===== src/rtl/sev_seg_pkg.sv =====
`default_nettype none
// ============================================================================
// Module      : sev_seg_pkg
// Description : Shared types and constants for the seven-segment scan
//               controller. It holds the scan FSM state type, the segment
//               "all dark" value, the active-low polarity constants and the
//               slot-length helper.
// Revision    : 1.0 - initial release
// ============================================================================
package sev_seg_pkg;

  // Scan FSM: dead-time at the head of each digit slot, then drive.
  typedef enum logic [0:0] {
    BLANK = 1'b0,
    DRIVE = 1'b1
  } scan_state_t;

  // All seven segments dark (active-low lines all high).
  localparam logic [6:0] SEG_OFF = 7'h7F;

  // Pin polarities. Both the digit enables and the segment lines are active-low.
  localparam logic DIG_ON = 1'b0;
  localparam logic SEG_ON = 1'b0;

  // Length of one digit slot in clock cycles.
  function automatic int slot_cycles(input int clk_hz, input int scan_hz,
                                     input int n_dig);
    return clk_hz / (scan_hz * n_dig);
  endfunction

endpackage
`default_nettype wire


===== src/rtl/sev_seg.sv =====
`default_nettype none
// ============================================================================
// Module      : sev_seg
// Description : Hex nibble to seven-segment decoder. The output bit order is
//               g..a, and the outputs are active-low.
// Ports       : nibble  in  4  hex digit to show
//               seg_n   out 7  segments g..a, 0 = lit
// Revision    : 1.0 - initial release
// ============================================================================
module sev_seg (
  input  logic [3:0] nibble,
  output logic [6:0] seg_n
);
  import sev_seg_pkg::*;

  logic [6:0] seg_lit;  // active-high pattern, bit 0 = segment a

  always_comb begin
    seg_lit = 7'h00;
    unique case (nibble)
      4'h0: seg_lit = 7'h3F;
      4'h1: seg_lit = 7'h06;
      4'h2: seg_lit = 7'h5B;
      4'h3: seg_lit = 7'h4F;
      4'h4: seg_lit = 7'h66;
      4'h5: seg_lit = 7'h6D;
      4'h6: seg_lit = 7'h7D;
      4'h7: seg_lit = 7'h07;
      4'h8: seg_lit = 7'h7F;
      4'h9: seg_lit = 7'h6F;
      4'hA: seg_lit = 7'h77;
      4'hB: seg_lit = 7'h7C;
      4'hC: seg_lit = 7'h39;
      4'hD: seg_lit = 7'h5E;
      4'hE: seg_lit = 7'h79;
      4'hF: seg_lit = 7'h71;
    endcase
    seg_n = SEG_ON ? seg_lit : ~seg_lit;
  end

endmodule
`default_nettype wire


===== src/rtl/sev_seg_scan.sv =====
`default_nettype none
// ============================================================================
// Module      : sev_seg_scan
// Description : Time-multiplexed scan controller for an N_DIG-digit
//               seven-segment display. Each digit slot begins with
//               BLANK_CYC cycles of dead-time and then drives the digit.
//               A loaded value becomes visible only at a frame boundary.
//               A load that arrives mid-frame waits in a pending register,
//               and a later load replaces it.
// Ports       : CLOCK_50    in  1        system clock (rising edge)
//               KEY0        in  1        synchronous active-low reset
//               value_in    in  4*N_DIG  hex digits, nibble i -> digit i
//               load        in  1        capture strobe for value_in
//               dp_in       in  N_DIG    decimal point request, active-high
//               blank_mask  in  N_DIG    1 = force digit dark
//               seg_n       out 7        segments g..a, active-low
//               dp_n        out 1        decimal point, active-low
//               dig_n       out N_DIG    digit enables, active-low
//               frame_tick  out 1        pulse on last cycle of each frame
// Revision    : 1.0 - initial release
// ============================================================================
module sev_seg_scan #(
  parameter int CLK_HZ    = 50_000_000,
  parameter int SCAN_HZ   = 1000,
  parameter int N_DIG     = 4,
  parameter int BLANK_CYC = 250,
  parameter int LZ_BLANK  = 0
) (
  input  logic               CLOCK_50,
  input  logic               KEY0,
  input  logic [4*N_DIG-1:0] value_in,
  input  logic               load,
  input  logic [N_DIG-1:0]   dp_in,
  input  logic [N_DIG-1:0]   blank_mask,
  output logic [6:0]         seg_n,
  output logic               dp_n,
  output logic [N_DIG-1:0]   dig_n,
  output logic               frame_tick
);
  import sev_seg_pkg::*;

  localparam int SLOT_CYC = slot_cycles(CLK_HZ, SCAN_HZ, N_DIG);
  localparam int CNT_W    = (SLOT_CYC > 1) ? $clog2(SLOT_CYC) : 1;
  localparam int IDX_W    = (N_DIG > 1) ? $clog2(N_DIG) : 1;

  localparam logic [CNT_W-1:0] CNT_LAST       = CNT_W'(SLOT_CYC - 1);
  localparam logic [CNT_W-1:0] CNT_BLANK_LAST = CNT_W'(BLANK_CYC - 1);
  localparam logic [IDX_W-1:0] IDX_LAST       = IDX_W'(N_DIG - 1);

  // Reject configurations that leave no drive time in a slot, or whose
  // slot length would be rounded.
  generate
    if ((SLOT_CYC <= BLANK_CYC + 1) || (BLANK_CYC < 1) ||
        ((CLK_HZ % (SCAN_HZ * N_DIG)) != 0)) begin : g_bad_cfg
      $error("sev_seg_scan: invalid CLK_HZ/SCAN_HZ/N_DIG/BLANK_CYC combination");
    end
  endgenerate

  scan_state_t          state;
  logic [CNT_W-1:0]     cnt;
  logic [IDX_W-1:0]     idx;
  logic [4*N_DIG-1:0]   shadow;
  logic [4*N_DIG-1:0]   pending;
  logic                 pend_v;

  logic                 frame_end;
  logic                 leading_zero;
  logic                 dark;
  logic                 lit;
  logic [3:0]           nibble;
  logic [6:0]           seg_dec;

  assign frame_end = (idx == IDX_LAST) && (cnt == CNT_LAST);

  always_ff @(posedge CLOCK_50) begin
    if (!KEY0) begin
      state   <= BLANK;
      cnt     <= '0;
      idx     <= '0;
      shadow  <= '0;
      pending <= '0;
      pend_v  <= 1'b0;
    end else begin
      if (cnt == CNT_LAST) begin
        cnt   <= '0;
        state <= BLANK;
        idx   <= (idx == IDX_LAST) ? '0 : idx + 1'b1;
      end else begin
        cnt <= cnt + 1'b1;
        if (state == BLANK && cnt == CNT_BLANK_LAST) begin
          state <= DRIVE;
        end
      end

      // The shadow register changes only at a frame boundary. A load that
      // lands exactly on the boundary takes precedence over a pending value.
      if (frame_end) begin
        if (load) begin
          shadow <= value_in;
          pend_v <= 1'b0;
        end else if (pend_v) begin
          shadow <= pending;
          pend_v <= 1'b0;
        end
      end else if (load) begin
        pending <= value_in;
        pend_v  <= 1'b1;
      end
    end
  end

  // A digit is a leading zero when it and every higher digit are zero.
  // Digit 0 always shows.
  always_comb begin
    leading_zero = (idx != '0);
    for (int i = 0; i < N_DIG; i++) begin
      if (i >= 32'(idx) && shadow[4*i +: 4] != 4'h0) begin
        leading_zero = 1'b0;
      end
    end
  end

  // One shared decoder sits on the muxed nibble of the active digit.
  assign nibble = shadow[{idx, 2'b00} +: 4];

  sev_seg u_dec (
    .nibble (nibble),
    .seg_n  (seg_dec)
  );

  assign dark = blank_mask[idx] | ((LZ_BLANK != 0) & leading_zero);
  assign lit  = (state == DRIVE) & ~dark;

  always_comb begin
    dig_n = {N_DIG{~DIG_ON}};
    seg_n = SEG_OFF;
    dp_n  = 1'b1;
    if (lit) begin
      dig_n[idx] = DIG_ON;
      seg_n      = seg_dec;
      dp_n       = ~dp_in[idx];
    end
  end

  assign frame_tick = frame_end;

endmodule
`default_nettype wire


===== config.mk =====
export PLATFORM = sky130hd
export DESIGN_NAME = sev_seg_scan
export DESIGN_NICKNAME = d
export VERILOG_FILES = /design/src/rtl/sev_seg_pkg.sv /design/src/rtl/sev_seg.sv /design/src/rtl/sev_seg_scan.sv
export SDC_FILE = /design/constraint.sdc
export NUM_CORES = 1
export LEC_CHECK = 0
export BUFFER_PORTS_ARGS = -buffer_cell sky130_fd_sc_hd__buf_2
export CAP_MARGIN = 15
export CORE_AREA = 2 2 89 70
export DETAILED_ROUTE_END_ITERATION = 8
export DIE_AREA = 0 0 91 72
export GPL_ROUTABILITY_DRIVEN = 0
export HOLD_SLACK_MARGIN = 0.05
export PLACE_DENSITY = 0.69
export SLEW_MARGIN = 20
export SYNTH_ARGS = -nofsm -noshare
export SYNTH_HDL_FRONTEND = slang
export SYNTH_SLANG_ARGS = --single-unit

===== constraint.sdc =====
create_clock -name CLOCK_50 -period 2.95 [get_ports CLOCK_50]
set_clock_uncertainty 0.15 [all_clocks]
set_input_delay 0.1475 -clock CLOCK_50 [delete_from_list [all_inputs] [get_ports CLOCK_50]]
set_output_delay 0.1475 -clock CLOCK_50 [all_outputs]
set_load 0.02 [all_outputs]

* Word-level counts from Yosys, hierarchy flattened
Memory sizes are Yosys's and may differ from the RTL's. Index checks and enable logic that the tools add are counted.
Storage, ports and cells: flip-flop bits (word level) 50, memories kept 1, word-level logic and storage cells 43, bits in read-only memories 112
Operators by class: add/subtract/negate cells 2, bitwise logic cells 8, equal/unequal tests 3, reductions and logical operators 8, shift operators 1, mux-type cells 12, order comparisons 2
Memories:
- (no name shown) | depth 16, bits a word 7, rd ports 1, clocked after memory_dff 0, wr ports 0, RTL line sev_seg.sv:20 | unique case (nibble)
Operators with widths (number):
- 16-bit two-way mux | 2
- 16-bit by 5-bit variable part select with 4-bit output | 1
- 14-bit by 1-bit adder with 14-bit output, second input constant | 1
- 14-bit equality test, second input constant | 1
- 14-bit by 8-bit equality test with 1-bit output, second input constant | 1
- 7-bit two-way mux | 1
- 7-bit inverter | 1
- 1-bit inverter | 5
- 1-bit binary-select mux with 2-bit select | 2
- 1-bit two-way mux | 4
- 4-bit two-way mux | 1
- 4-bit inverter | 1
- 2-bit AND reduction | 2
- 2-bit OR reduction | 2
- 1-bit logical AND | 3
- 2-bit by 3-bit less-than comparator with 1-bit output, second input constant | 1
- 2-bit by 1-bit adder with 2-bit output, second input constant | 1
- 1-bit demux with 2-bit select | 1
- 2-bit equality test, second input constant | 1
- 2-bit by 1-bit greater-or-equal comparator with 1-bit output, second input constant | 1
- 2-bit two-way mux | 1
- 2-bit nonzero test | 1
- 1-bit AND | 1

* Depth between registers and ports, before layout
Gate-level depths: netlist of the first run.
depth after elaboration 6, mapped depth 7, gate-level depth less buffers 6

* Modules after synthesis
From an unflattened synthesis of the first run, not the netlist that was laid out.
Second synthesis, totals: cell total of the unflattened synthesis 311, area total of the unflattened synthesis 2835.2 um^2
By module, submodules not included:
- sev_seg_scan | sequential area each 1001.0 um^2, instances 1, area each 2582.5 um^2, cells an instance 280
- sev_seg | sequential area each 0.0 um^2, instances 1, area each 252.7 um^2, cells an instance 31

* Worst setup path after synthesis of the first run
Ideal clock, no wire load.
path kind register to output, from register idx[0], to output seg_n[2], stages on the path, launching flop included 6, setup slack 0.378 ns, required time 2.653 ns, arrival time 2.274 ns, buffers on the path 2, cell sequence dfxtp_1 clkbuf_1 mux4_2 clkbuf_1 or2_2 o221ai_1
Between the ends: cells in the longest elaborated chain, start to end 5, elaborated cells on any way between the ends 8, those cells by class 1 x shift; 3 x mux; 3 x bitwise; 1 x memory
Ends and longest elaborated chain:
- from (decl) | RTL line sev_seg_scan.sv:61 | logic [IDX_W-1:0] idx;
- from (signal assigned) | RTL line sev_seg_scan.sv:87 | idx <= (idx == IDX_LAST) ? '0 : idx + 1'b1;
- branches (longest 4 deep; another with memory read 16 x 7 bit)
- 7-bit two-way mux (*) | RTL line sev_seg_scan.sv:138 | if (lit) begin
- to (decl) | RTL line sev_seg_scan.sv:35 | output logic [6:0] seg_n,
Mark *: on every way between the ends. The select of a mux whose other input is x is not followed.

* Worst setup path after layout of the first run
from register idx[0], to output seg_n[0]
The elaborated chain is that of the path after synthesis.

==> results.md, run 1 <==
- Worst EP arrival: 2.44 ns
- Hold WS: 0.233 ns
- PD cells: roughly 370 nW/µm²
- Minimum clock period: 2.74 ns
- Final WS setup: 0.213 ns
- Worst Path Required: 2.65 ns
- Final non-filler cell total: 430
- Internal power: ~920 µW
- Fraction of the mapped netlist area in simple logic gates: 20.2%
- Via/cell ratio: roughly 5.2
- Most common cell in the netlist: nand2_1
- Total die area: 6550 µm²
- Max incr delay on CP: a little over 0.6 ns
- Xor/xnor share of the synthesized area: around 3.5%
- Routed wire per std cell: between 10 and 15 µm
- Buffers on Ports: 39
- Max cap viols: 0
- Hold WC Path Type: in -> reg
- Slowest cell on crit path: mux4_2
- CTS Sinks: 50
- Count of flip-flops with a built-in enable after synthesis: 0
- Max Fanout on Critical Path: 5
- P_sw: 279 µW
- Nets@finish: around 390
- Avg Cell Area, Syn: 9.00 µm²
- Setup bufs post-CTS: 0
- IO Pins: 40
- Final Power: 1.20 mW
- CTS tree: built
- Synth Flop Type: dfxtp_1
- Flop pwr share: 58.5%
- Switching share of power: 23.2%
- Syn Std Cell Area: 2740 µm²
- Die Y: 72 µm
- Final Slew Violations: 0
- Max Freq: around 0.37 GHz
- Global-route wire length before repair: 9820 µm
- Final hold violation count: 0
- Status: completed
- Root buffer cell: clkbuf_8
- Syn Nets: 344
- Peak VDD IR: 0.000282 V
- Drt initial violations: 134
- Post-DRT Antenna Nets: 0
- Sequential cell area fraction in the yosys report: 36.5%
- TritonRoute pass-1 iters: 4
- Initial Utilization: between 40 and 50%
- Final setup viols: 0
- Final instance area: 3210 µm²
- DR vias: 2219
- Cells after Synth: 305
- Pin count of the biggest net entering global routing: 38
- Combinational power share: 10.4%
- GR Util All Layers: between 10% and 20%
- Largest family of logic cells by synthesized area: multiplexers
- CP Launch Type: flop
- Largest cells by area after synthesis: dfxtp_1, mux2i_1, nand2_1
- Clock Power Share: a little under a third
- Core area: 5650 µm²
- Post-synth top cells: nand2_1, dfxtp_1, mux2i_1, mux2_2
- Synth area leader: dfxtp_1
- DIE WIDTH: 91 µm
- RSZ-0062 raised after global routing: no
- Worst-path clk slew: approximately 0.080 ns
- Worst-margin pin slew: 0.610 ns
- CP Cell Sequence: mux4_2, ha_1, or3b_2, o221ai_1, nand2_1, buf_2
- H-tree depth: 2
- Ant diodes: 0
- Adder-cell area share of the yosys netlist: 5.47%
- DP Worst Slack: 0.545 ns
- Final setup TNS: 0 ns
- Slew Limit Headroom: 59.4%
- Fraction of registers with async set/reset: 0%
- Number of CTS-inserted buffers: 5
- Clk buf depth: 2
- Netlist cell types: 37
- Syn. warnings: 0
- Synthesis-to-finish area growth: 17.0%
- Post-Place Cells: 407
- GR Overflow Total: 0
- Period Utilization, post-route: 92.8%
- Leak pwr: 1.37 nW
- Cell row count: 24
- Post-synthesis compound-gate area fraction: roughly 5.0%
- WL final: 5600 µm
- Initial antenna violation count: 0
- Layout cells sized above 1: ~22%
- CP Class: reg -> out
- # DRC: 0
- Cell Area, Placed: between 2000 and 3000 µm²
- Post-synthesis mux area share: 24.3%
- CP endpoint kind: output port
- Number of global-route vias before repair: 2068
- Fin util: 56.8%
- FF+latch count, synth: 50
- Clock Latency Late Sink: 0.30 ns
- Dpl hpwl: 3980 µm
- Yosys top cell area share: 36.5%
-- state kept, by name, indices dropped and copies added (netlist names) --
name / cells
pending: 16
shadow: 16
cnt: 14
idx: 2
pend_v: 1
state: 1
-- logic make-up (layout without fill, tap and decap cells) --
family          Yosys count  after routing
compound gates           21             21
buf+inv                  30             77
fa+ha+maj                12             12
xor+xnor                 11             11
simple gates            124            124
flops                    50             50
mux                      57             57
-- layout by cell type, fill, tap and decap left out, types with 3 or more instances in the layout --
cell type,netlist,routed
mux4_2,6,6
nor3_1,4,4
xor2_1,9,9
nand2_1,74,74
ha_1,12,12
buf_2,2,39
dfxtp_1,50,50
clkbuf_8,0,5
a21oi_1,7,7
nor2_1,16,16
mux2i_1,34,34
o21ai_0,4,4
dlygate4sd3_1,0,16
nand2b_1,3,3
buf_4,0,5
o221ai_1,5,5
or3_1,3,3
nand3_1,7,7
nand4_1,5,5
mux2_2,17,17
inv_1,10,10
-- power groups by stage --
| stage | Clock [mW] | Combinational, mW | Sequential [mW] |
|---|---|---|---|
| floorplan | 0 | 0.0772 | 0.716 |
| global placement | 0 | 0.106 | 0.717 |
| detailed placement | 0 | 0.109 | 0.718 |
| CTS | 0.385 | 0.126 | 0.703 |
| global route | 0.407 | 0.141 | 0.705 |
| finish | 0.374 | 0.125 | 0.703 |
-- repair_timing --
| item | CTS | global route |
|---|---|---|
| hold buffers | 16 | 0 |
| gates resized for setup | 0 | 0 |
| endpoints found under the hold margin | 16 | 0 |
-- metal layers --
metal	track usage [%]	wire length (µm)	vias to the layer above
met1	26.1	2920	1038
met2	28.1	2390	40
met4	5.89	74	0
met3	3.12	214	7
li1	-	-	1134
met5	0	0	-
-- worst paths after layout --
kind	from	end	slack, ns	depth (start not counted)
worst max-delay path	idx[0]$_SDFFE_PN0N_	seg_n[0]	0.21	6
worst min-delay path	load	pend_v$_SDFFE_PP0P_	0.23	3
worst max register to register	cnt[2]$_SDFF_PP0_	shadow[10]$_SDFFE_PN0P_	0.52	4
worst min register to register	pending[10]$_SDFFE_PN0P_	pending[10]$_SDFFE_PN0P_	0.31	2
-- layout make-up --
type | instances | area [µm²]
Sequential cell | 50 | 1000
Timing Repair Buffer | 60 | 393
Tap cell | 78 | 97.6
Inverter | 10 | 37.5
Multi-Input combinational cell | 225 | 1600
Clock buffer | 7 | 76.3
Fill cell | 527 | 2440
-- critical path, delay by kind of cell (launching register included) --
kind                     cells  cell delay (ns)
multiplexers                 1             0.61
AO/OA/AOI/OAI                1             0.08
flip-flops                   1             0.52
buffers and inverters        1             0.15
AND/OR/NAND/NOR              2             0.53
adder cells (fa/ha/maj)      1             0.25
Power figures use the tool's default switching activity.
==> run 2, diff against run 1 <==
- RECOVER_POWER: not set -> 25
==> run 2 against run 1 <==
Effect of this change: power hardly changed; via count is 0.27% lower; largest cell class unchanged; final cell count stayed put; critical path type unchanged; wire length is 0.16% higher; register-to-register slack worse by 0.04 ns; worst setup slack worse by 0.0010 ns; critical path depth stayed put; flip-flop and latch count stayed put; critical endpoint unchanged.
==> results.md, run 2 (synthesized netlist as in run 1, its figures left out) <==
- Status: completed
- GR Overflow Total: 0
- Slew Limit Headroom: 58.4%
- Layout cells sized above 1: about 22%
- Root buffer cell: clkbuf_8
- Pin count of the biggest net entering global routing: 38
- DR vias: 2213
- Leak pwr: 1.36 nW
- Commonest non-fill, non-tap cell in the layout: nand2_1
- Peak VDD IR: between 0.0002 and 0.0003 V
- Worst-path clk slew: 0.08 ns
- Max cap viols: 0
- Hold WS: 0.231 ns
- Combinational power share: about 10%
- Final setup TNS: 0 ns
- Buffers on Ports: 39
- Synthesis-to-finish area growth: 16.6%
- # DRC: 0
- RSZ-0062 raised after global routing: no
- Final Slew Violations: 0
- Post-CTS sizing: 0
- Final setup viols: 0
- PD cells: 376 nW/µm²
- Minimum clock period: 2.74 ns
- Routed wire per std cell: approximately 13 µm
- R2R cell count: 4
- CP Class: reg -> out
- Final hold violation count: 0
- IO Pins: 40
- Total die area: 6550 µm²
- Reg2Reg Setup Slack: roughly 0.48 ns
- Max Freq: 0.365 GHz
- Initial antenna violation count: 0
- Internal power: around 920 µW
- H-tree depth: 2
- Core area: roughly 5600 µm²
- Setup bufs post-CTS: 0
- Number of global-route vias before repair: 2068
- CTS tree: built
- CTS Sinks: 50
- Most frequent cells in the layout: nand2_1, dfxtp_1, buf_2
- Clock Latency Late Sink: 0.30 ns
- DIE WIDTH: 91 µm
- Initial Utilization: slightly below 50%
- Worst-margin pin slew: 0.624 ns
- Worst EP arrival: 2.44 ns
- Post-DRT Antenna Nets: 0
- CP Launch Type: flop
- Final Power: between 1 and 1.5 mW
- Drt initial violations: 111
- Ant diodes: 0
- Hold buffer count at cts: 16
- Hold path depth: 3
- Period Utilization, post-route: 92.8%
- CP endpoint kind: output port
- GR Util All Layers: 18.2%
- Fin util: a little under three fifths
- Global-route wire length before repair: 9820 µm
- Reg2reg start: cnt[2]$_SDFF_PP0_
- Via/cell ratio: 5.15
- TritonRoute pass-1 iters: 4
- Cell row count: 24
- RR Endpoint: shadow[10]$_SDFFE_PN0P_
- Clock Power Share: around 31%
- Clk buf depth: 2
- Hold WC Path Type: in -> reg
- Hold Crit Start: load
- Nets@finish: 391
- Max Fanout on Critical Path: 5
- WHS Endpoint: pend_v$_SDFFE_PP0P_
- Dpl hpwl: 3980 µm
- Flop pwr share: 58.4%
- WL final: 5610 µm
- Die Y: 72 µm
- Number of CTS-inserted buffers: 5
- P_sw: 280 µW
- Switching share of power: 23.3%
- Worst Path Required: about 2.7 ns
- Largest regs: pending x16, shadow x16, cnt x14
[run 2: worst max path at each step]
stage,start,end,cells past startpoint
finish,idx[0]$_SDFFE_PN0N_,seg_n[0],6
global route,idx[0]$_SDFFE_PN0N_,seg_n[3],7
CTS,idx[0]$_SDFFE_PN0N_,seg_n[0],6
detailed placement,cnt[2]$_SDFF_PP0_,shadow[10]$_SDFFE_PN0P_,4
global placement,cnt[2]$_SDFF_PP0_,shadow[10]$_SDFFE_PN0P_,4
floorplan,idx[0]$_SDFFE_PN0N_,seg_n[2],5
[run 2: area by class of cell]
type / instances / area, µm²
repair buffers: 60 / 389
fillers: 527 / 2440
flip-flops and latches: 50 / 1000
inverters: 10 / 37.5
well taps: 78 / 97.6
clock buffers: 7 / 76.3
multi-input cells: 225 / 1600
[run 2: power by group through the flow]
stage	clock network [mW]	registers, mW	logic [mW]
final	0.376	0.702	0.124
after global routing	0.407	0.705	0.140
after CTS	0.385	0.703	0.126
after detailed placement	0	0.718	0.109
after global placement	0	0.717	0.106
after floorplan	0	0.716	0.0772
[run 2: metrics by stage]
| step | setup WS (ns) | cells | cell area [µm²] |
|---|---|---|---|
| detailed placement | 0.545 | 407 | 2970 |
| global route | 0.0600 | 430 | 3200 |
| floorplan | 0.378 | 305 | 2740 |
| CTS | 0.205 | 430 | 3210 |
| global placement | 0.588 | 407 | 2970 |
| finish | 0.212 | 430 | 3200 |
[run 2: metal layers]
metal / routed length, µm / track usage [%] / share of wire [%]
met5: 0 / 0 / 0
met3: 263 / 3.12 / 4.7
met1: 2930 / 26.1 / 52
met4: 74 / 5.89 / 1.3
met2: 2350 / 28.1 / 42
[run 2: critical path, stage by stage (launching register included)]
cell	delay [ns]
dfxtp_1	0.52
mux4_2	0.61
ha_1	0.25
or3b_2	0.46
o221ai_1	0.08
nand2_1	0.07
buf_2	0.15
==> run 3, diff against run 2 <==
- REMOVE_ABC_BUFFERS: not set -> 1
==> run 3 against run 2 <==
Effect of this change: power grew 8.9%; wire length shrank 3.4%; critical path depth is the same; worst setup slack gained 0.017 ns; combinational power is essentially flat; via count shrank 0.50%; flip-flop and latch count is the same; largest power group unchanged; maximum frequency grew 0.63%.
==> results.md, run 3 (synthesized netlist as in run 1, its figures left out) <==
- Area of the multi-input gates: 1600 µm²
- Total die area: 6550 µm²
- Number of CTS-inserted buffers: 5
- Commonest non-fill, non-tap cell in the layout: nand2_1
- Status: completed
- Final setup TNS: 0 ns
- CP Class: reg -> out
- Synthesis-to-finish area growth: 18.2%
- Leak pwr: between 1 and 1.5 nW
- Hold buffer count at cts: 16
- CP Launch Point: idx[0]$_SDFFE_PN0N_
- Clk buf depth: 2
- Minimum clock period: 2.72 ns
- Cell row count: 24
- Peak VDD IR: 0.000254 V
- Nets@finish: between 300 and 400
- RSZ-0062 raised after global routing: no
- Setup bufs post-CTS: 0
- Largest regs: pending x16, shadow x16, cnt x14
- Drt initial violations: 104
- Post-CTS sizing: 0
- Post-DRT Antenna Nets: 0
- H-tree depth: 2
- GR Util All Layers: roughly 18%
- GR Overflow Total: 0
- CP endpoint kind: output port
- Worst EP arrival: about 2.4 ns
- Max Fanout on Critical Path: 5
- Fill cells: 534
- Number of global-route vias before repair: 2275
- Worst Path Required: 2.65 ns
- PD cells: 404 nW/µm²
- TritonRoute pass-1 iters: 6
- Most frequent cells in the layout: nand2_1, dfxtp_1, buf_2
- Slew Limit Headroom: approximately 54%
- Final Power: 1.31 mW
- CP Launch Type: flop
- Max Freq: 0.368 GHz
- Initial Utilization: 48.6%
- Pin count of the biggest net entering global routing: 32
- IO Pins: 40
- Max cap viols: 0
- Global-route wire length before repair: approximately 10000 µm
- Buffers on Ports: 39
- Final Slew Violations: 0
- Dpl hpwl: 3940 µm
- Final hold violation count: 0
- CTS Sinks: 50
- Initial antenna violation count: 0
- Area occupied by registers: ~1000 µm²
- Ant diodes: 0
- Root buffer cell: clkbuf_8
- DR vias: roughly 2200
- # DRC: 0
- Cell Area, Placed: around 3000 µm²
- Final instance area: roughly 3200 µm²
- Layout cells sized above 1: roughly 22%
- Via/cell ratio: ~5
- CTS tree: built
- Reg2reg start: cnt[2]$_SDFF_PP0_
- Worst-margin pin slew: 0.688 ns
- Routed wire per std cell: approximately 13 µm
- Clock Latency Late Sink: 0.29 ns
- Core area: 5650 µm²
- DIE WIDTH: 91 µm
- Hold WS: 0.156 ns
- Hold WC Path Type: in -> reg
- Final setup viols: 0
- Period Utilization, post-route: 92.2%
- WL final: 5420 µm
- Worst-path clk slew: 0.08 ns
- Die Y: 72 µm
- Hold Crit Start: KEY0
[run 3: cell types whose count changed in the layout (fill, tap and decap cells not counted)]
cell       previous run  this run
clkbuf_8              5         6
bufinv_16             0         1
clkbuf_1              3         1
buf_4                 4         5
[run 3: critical path, stage by stage (launching register included)]
cell	delay [ns]
dfxtp_1	0.50
mux4_2	0.61
ha_1	0.25
or3b_2	0.46
o221ai_1	0.08
nand2_1	0.07
buf_2	0.15
[run 3: cell type report]
cell class | instances | share of cell area [%]
Multi-Input combinational cell | 225 | 49.3
Tap cell | 78 | 3.01
Sequential cell | 50 | 30.9
Clock inverter | 1 | 0.926
Inverter | 10 | 1.16
Clock buffer | 6 | 2.55
Timing Repair Buffer | 61 | 12.2
[run 3: power by group]
part | internal, mW | leakage (nW) | switching [mW]
Sequential | 0.692 | 0.407 | 0.0100
Clock | 0.271 | 0.0573 | 0.211
Combinational | 0.0670 | 0.920 | 0.0579
[run 3: stage by stage]
step                      util, %  cells  worst slack [ns]
after global placement       52.8    408             0.586
final                        57.5    431             0.229
after CTS                    57.6    431             0.209
after floorplan                 -    285             0.529
after global routing         57.5    431            0.0569
after detailed placement     52.8    408             0.548
[run 3: worst paths after layout]
kind                             endpoint  slack [ns]  cells after the start
setup / recovery                 seg_n[0]        0.23                      6
hold / removal     shadow[3]$_SDFFE_PN0P_        0.16                      3
setup reg to reg        cnt[7]$_SDFF_PP0_        0.47                      5
hold reg to reg   pending[7]$_SDFFE_PN0P_        0.31                      2
[run 3: routing by layer]
layer	track usage, %	routed length [µm]	part of all wire (%)	vias up
met5	0	0	0	-
met4	4.71	58	1.1	0
met3	3.63	252	4.6	6
met2	30.6	2320	43	52
met1	23.2	2790	51	1014
li1	-	-	-	1130
